File: src/rtl/vga_pkg.sv
// vga_pkg: default VGA timing constants, per-axis timing struct and width helper.
package vga_pkg;
  localparam int DEF_H_ACTIVE = 640;
  localparam int DEF_H_FP = 16;
  localparam int DEF_H_SYNC = 96;
  localparam int DEF_H_BP = 48;
  localparam int DEF_V_ACTIVE = 480;
  localparam int DEF_V_FP = 10;
  localparam int DEF_V_SYNC = 2;
  localparam int DEF_V_BP = 33;
  localparam int DEF_CLK_DIV = 2;
  typedef struct packed {
    logic [15:0] active;
    logic [15:0] fp;
    logic [15:0] sync;
    logic [15:0] bp;
  } vga_axis_t;
  function automatic int axis_total(input vga_axis_t a);
    return int'(a.active) + int'(a.fp) + int'(a.sync) + int'(a.bp);
  endfunction
  function automatic int clog2w(input int v);
    return (v <= 2) ? 1 : $clog2(v);
  endfunction
endpackage

File: src/rtl/vga_pix_div.sv
// vga_pix_div: pixel clock divider producing a registered vga_clk and a one-clock pixel tick.
module vga_pix_div import vga_pkg::*; #(
  parameter int CLK_DIV = DEF_CLK_DIV
) (
  input  logic clock,
  input  logic reset,
  input  logic en,
  output logic vga_clk,
  output logic tick
);
  localparam int DW = clog2w(CLK_DIV);
  localparam logic [DW-1:0] DIV_MAX = DW'(CLK_DIV - 1);
  localparam logic [DW-1:0] DIV_HALF = DW'(CLK_DIV / 2);
  logic [DW-1:0] div_q, div_d;
  logic vga_clk_q;
  always_comb begin
    tick = en && (div_q == DIV_MAX);
    div_d = !en ? div_q : tick ? '0 : div_q + DW'(1);
  end
  // vga_clk is decoded from the next divider value so it tracks div without a cycle of lag
  always_ff @(posedge clock) begin
    if (!reset) begin
      div_q <= '0;
      vga_clk_q <= 1'b0;
    end else begin
      div_q <= div_d;
      vga_clk_q <= (div_d >= DIV_HALF);
    end
  end
  assign vga_clk = vga_clk_q;
endmodule

File: src/rtl/vga_timing_ctrl.sv
// vga_timing_ctrl: VGA sync/blank/colour timing generator; VGA_TEST_PATTERN_EN adds 8-bar test pattern.
module vga_timing_ctrl import vga_pkg::*; #(
  parameter int H_ACTIVE = DEF_H_ACTIVE,
  parameter int H_FP = DEF_H_FP,
  parameter int H_SYNC = DEF_H_SYNC,
  parameter int H_BP = DEF_H_BP,
  parameter int V_ACTIVE = DEF_V_ACTIVE,
  parameter int V_FP = DEF_V_FP,
  parameter int V_SYNC = DEF_V_SYNC,
  parameter int V_BP = DEF_V_BP,
  parameter int CLK_DIV = DEF_CLK_DIV,
  parameter bit HSYNC_POL = 1'b0,
  parameter bit VSYNC_POL = 1'b0,
  parameter int COLOR_W = 8
) (
  input  logic clock,
  input  logic reset,
  input  logic en,
  input  logic [COLOR_W-1:0] pix_r,
  input  logic [COLOR_W-1:0] pix_g,
  input  logic [COLOR_W-1:0] pix_b,
  input  logic pattern_sel,
  output logic vga_clk,
  output logic hsync,
  output logic vsync,
  output logic blank,
  output logic [COLOR_W-1:0] r,
  output logic [COLOR_W-1:0] g,
  output logic [COLOR_W-1:0] b,
  output logic [clog2w(H_ACTIVE+H_FP+H_SYNC+H_BP)-1:0] x,
  output logic [clog2w(V_ACTIVE+V_FP+V_SYNC+V_BP)-1:0] y,
  output logic line_start,
  output logic frame_start
);
  localparam vga_axis_t H_AX = '{active: 16'(H_ACTIVE), fp: 16'(H_FP), sync: 16'(H_SYNC), bp: 16'(H_BP)};
  localparam vga_axis_t V_AX = '{active: 16'(V_ACTIVE), fp: 16'(V_FP), sync: 16'(V_SYNC), bp: 16'(V_BP)};
  localparam int H_TOTAL = axis_total(H_AX);
  localparam int V_TOTAL = axis_total(V_AX);
  localparam int XW = clog2w(H_TOTAL);
  localparam int YW = clog2w(V_TOTAL);
  localparam logic [XW-1:0] H_MAX = XW'(H_TOTAL - 1);
  localparam logic [XW-1:0] H_ACT = XW'(H_ACTIVE);
  localparam logic [XW-1:0] H_SS = XW'(H_ACTIVE + H_FP);
  localparam logic [XW-1:0] H_SE = XW'(H_ACTIVE + H_FP + H_SYNC);
  localparam logic [YW-1:0] V_MAX = YW'(V_TOTAL - 1);
  localparam logic [YW-1:0] V_ACT = YW'(V_ACTIVE);
  localparam logic [YW-1:0] V_SS = YW'(V_ACTIVE + V_FP);
  localparam logic [YW-1:0] V_SE = YW'(V_ACTIVE + V_FP + V_SYNC);
  logic tick, x_wrap, y_wrap, act, in_hs, in_vs;
  logic [XW-1:0] x_q, x_d;
  logic [YW-1:0] y_q, y_d;
  logic hs_q, vs_q, bl_q, ls_q, fs_q;
  logic [COLOR_W-1:0] r_q, g_q, b_q, cr, cg, cb;
  vga_pix_div #(.CLK_DIV(CLK_DIV)) u_div (
    .clock(clock),
    .reset(reset),
    .en(en),
    .vga_clk(vga_clk),
    .tick(tick)
  );
  always_comb begin
    x_wrap = (x_q == H_MAX);
    y_wrap = (y_q == V_MAX);
    x_d = !tick ? x_q : x_wrap ? '0 : x_q + XW'(1);
    y_d = !(tick && x_wrap) ? y_q : y_wrap ? '0 : y_q + YW'(1);
    act = (x_q < H_ACT) && (y_q < V_ACT);
    in_hs = (x_q >= H_SS) && (x_q < H_SE);
    in_vs = (y_q >= V_SS) && (y_q < V_SE);
  end
`ifdef VGA_TEST_PATTERN_EN
  logic [2:0] bar;
  always_comb begin
    bar = 3'(({3'b000, x_q} << 3) / (XW+3)'(H_ACTIVE));
    cr = pattern_sel ? {COLOR_W{bar[0]}} : pix_r;
    cg = pattern_sel ? {COLOR_W{bar[1]}} : pix_g;
    cb = pattern_sel ? {COLOR_W{bar[2]}} : pix_b;
  end
`else
  logic unused_pattern_sel;
  assign unused_pattern_sel = pattern_sel;
  always_comb begin
    cr = pix_r;
    cg = pix_g;
    cb = pix_b;
  end
`endif
  // outputs are decoded from the pixel that the tick ends, so they trail x,y by one pixel
  always_ff @(posedge clock) begin
    if (!reset) begin
      x_q <= '0;
      y_q <= '0;
      hs_q <= ~HSYNC_POL;
      vs_q <= ~VSYNC_POL;
      bl_q <= 1'b0;
      r_q <= '0;
      g_q <= '0;
      b_q <= '0;
      ls_q <= 1'b0;
      fs_q <= 1'b0;
    end else begin
      x_q <= x_d;
      y_q <= y_d;
      ls_q <= tick && x_wrap;
      fs_q <= tick && x_wrap && y_wrap;
      if (tick) begin
        hs_q <= in_hs ? HSYNC_POL : ~HSYNC_POL;
        vs_q <= in_vs ? VSYNC_POL : ~VSYNC_POL;
        bl_q <= act;
        r_q <= act ? cr : '0;
        g_q <= act ? cg : '0;
        b_q <= act ? cb : '0;
      end
    end
  end
  assign x = x_q;
  assign y = y_q;
  assign hsync = hs_q;
  assign vsync = vs_q;
  assign blank = bl_q;
  assign r = r_q;
  assign g = g_q;
  assign b = b_q;
  assign line_start = ls_q;
  assign frame_start = fs_q;
endmodule

File: config.mk
export PLATFORM = sky130hd
export DESIGN_NAME = vga_timing_ctrl
export DESIGN_NICKNAME = d
export VERILOG_FILES = /design/src/rtl/vga_pkg.sv /design/src/rtl/vga_pix_div.sv /design/src/rtl/vga_timing_ctrl.sv
export SDC_FILE = /design/constraint.sdc
export NUM_CORES = 1
export LEC_CHECK = 0
export ABC_AREA = 1
export CAP_MARGIN = 20
export CORE_UTILIZATION = 45
export CTS_CLUSTER_DIAMETER = 120
export DETAILED_ROUTE_END_ITERATION = 12
export PLACE_DENSITY = 0.77
export SLEW_MARGIN = 20
export SYNTH_ARGS = -nofsm -noshare
export SYNTH_HDL_FRONTEND = slang
export SYNTH_SLANG_ARGS = --single-unit
export TNS_END_PERCENT = 100
File: constraint.sdc
create_clock -name clock -period 3.1 [get_ports clock]
set_input_delay 0.62 -clock clock [delete_from_list [all_inputs] [get_ports clock]]
set_output_delay 0.62 -clock clock [all_outputs]
set_load 0.01 [all_outputs]
==> impl_metrics.ini <==
[outcome]
status = finished, final reports clean

[sta]
hold_viol = 0
skew_ns = 0.00608
setup_viol = 0
period_needed_ns = 2.11
tightest_slew_ns = 0.643
max_freq_mhz = 474
period_share = 0.681
fin_hold_ws_ns = 0.468
finalMaxSlewViolations = 0
finalSetupTns_ns = 0
slew_headroom = 0.571
setup_ws_ns = 0.989
rsz0062_at_grt = false

[synth]
ys.warnings.count = 0
synth_commonest_cells = 71 x nand2_1, 50 x dfxtp_1, 38 x a21oi_1
synth_seq_area_share = 0.443
synth_nets = 342
muxShareOfSynthArea = 0
mappedNetlistArea_um2 = 2260
yosysUniqueCellTypes = 25
synth-xor-area-share = 0.00775
synth_top_area_cell = dfxtp_1
synth_top_family_by_area = simple AND/OR/NAND/NOR gates
synth.top_cells.by_area = dfxtp_1 44%, nand2_1 12%, a21oi_1 8.4%
ys_ff_latch = 50
ys_async_sr_fraction = 0
syn_inst = 309
synthAdderAreaFrac = 0.0277
synth.avg_cell_area_um2 = 7.32
synth_compound_area_frac = 0.0991
yosysMostFrequentCell = nand2_1
yosysTopAreaCellShare = 0.443
yosys.area_share.simple = 0.331
synth_edf_count = 0
synth_flop_cell = dfxtp_1

[clocking]
tritoncts = yes
cts.reportedPaths.clkPinSlew_ns = 0.09
cts_hold_buffers = 0
cts-htree-levels = 2
cts_buffers = 5
ctsResizeCount = 0
cts.path.max_buffers = 2
insertion_delay_ns = 0.30
postCtsSetupBuffers = 0
cts_root_buffer = clkbuf_8
cts_sinks = 50

[critical_path]
cp_cell_sequence = clkdlybuf4s50_1, ha_1, buf_4, nand2_1, nor2_2, nand3_1, nand2_1, inv_1, nor2_1
crit_type = in -> reg
startpoint_type = input pin
critPathBufInv = 3
cp_slowest_stage_delay_ns = 0.46
cp_slowest_cell = clkdlybuf4s50_1
crit_top_cell = nand2_1
endpoint_kind = flip-flop
critPathRequiredTime_ns = 3.34
cp_max_fo = 12
cp.arrival_ns = 2.35
critical-path-top-delay-family = simple AND/OR/NAND/NOR gates

[global_route]
grt_pass1_vias = 2122
grt_overflow_total = 0
grt_start_max_net_pins = 38
antenna_found_initial = 0
gr-usage-all-layers = 0.219
grt_pass1_wl_um = 9160

[detailed_routing]
wl_um = 5600
drt_first_pass_iters = 4
drt-initial-drc-count = 136
drt_drc_violations_left = 0
vias = 2321
ant_nets = 0
avgViaCountPerCell = 5.17
routedWlPerCell_um = 12.5

[placement]
port_buffers = 76
place_ws_ns = 0.728
dpl-instance-area_um2 = 3050
hpwl_um = 3810
gp_congestion = 0.870

[layout]
final_area_um2 = 3160
syn2layout_area_growth_pct = 39.8
drive_gt1_frac = 0.0471
num_antenna_cells = 0
nNetsFinal = 415

[floorplan]
io_pins = 78
die_width_um = 72.9
rows = 25
coreArea_um2 = 4790
die_area_um2 = 5310
die_h_um = 72.9
start_util = 0.472

[power]
ir_worst_vdd_v = 0.000243
p_total_uw = 1280
leakagePower_uw = 0.00112
p_per_area_nw_per_um2 = 404

[job]
drv_cap = 0

[hold_path]
hp-class = reg -> reg
[worst min-delay path, stage by stage, from the launching register on]
cell     delay (ns)
dfxtp_1        0.32
nand2_1        0.06
a21oi_1        0.05
[state kept, by name (all words and copies together), names as in the netlist, 8 cells and up]
register	flops
b	8
x	10
g	8
y	10
r	8
[path summary, 6_finish.rpt]
path / start / endpoint / slack (ns) / depth (start not counted)
hold / removal: b[1] / b[1] / 0.47 / 2
setup / recovery: en / y[9] / 0.99 / 9
hold reg to reg: b[1] / b[1] / 0.47 / 2
setup reg to reg: x[1] / y[9] / 1.34 / 9
[placed cells by master (no fill, tap or decap), types with 2 or more instances in the layout]
master           instances
dfxtp_1                 50
nor2_2                   2
o21ai_0                  4
nor2_1                  30
nand2_1                 71
a21oi_1                 38
buf_4                    4
clkdlybuf4s50_1         76
nand4_1                 28
nand3_1                 19
nor3_1                   8
ha_1                     5
clkbuf_8                 6
xor2_1                   2
inv_1                   29
[power by group]
part / switching, uW / internal [uW]
Combinational: 64.4 / 80.6
Clock: 204 / 258
Sequential: 9.97 / 661
Total: 278 / 1000
[cells by family after synthesis]
kind of cell | Yosys count
adders and majority gates | 5
and+or+nand+nor | 163
AOI/OAI and AO/OA | 44
buffers and inverters | 45
xor gates and xnor gates | 2
DFF | 50
[through the flow]
stage               utilization  std cells
finish                    0.660        449
floorplan                     -        309
global route              0.660        449
global placement          0.637        442
detailed placement        0.637        442
CTS                       0.660        449
[layer usage]
metal  GRT usage  vias up  share of wire
met2       0.376       61           0.48
met1       0.271     1083           0.46
li1            -     1169              -
met4      0.0697        0          0.012
met3      0.0525        8          0.050
met5           0        -              0
[layout make-up]
type / instances / area (um2)
Inverter: 31 / 119
Timing Repair Buffer: 80 / 791
Sequential cell: 50 / 1000
Multi-Input combinational cell: 214 / 1050
Fill cell: 432 / 1630
Clock inverter: 1 / 30.0
Tap cell: 67 / 83.8
Clock buffer: 6 / 82.6
Power figures use the tool's default switching activity.
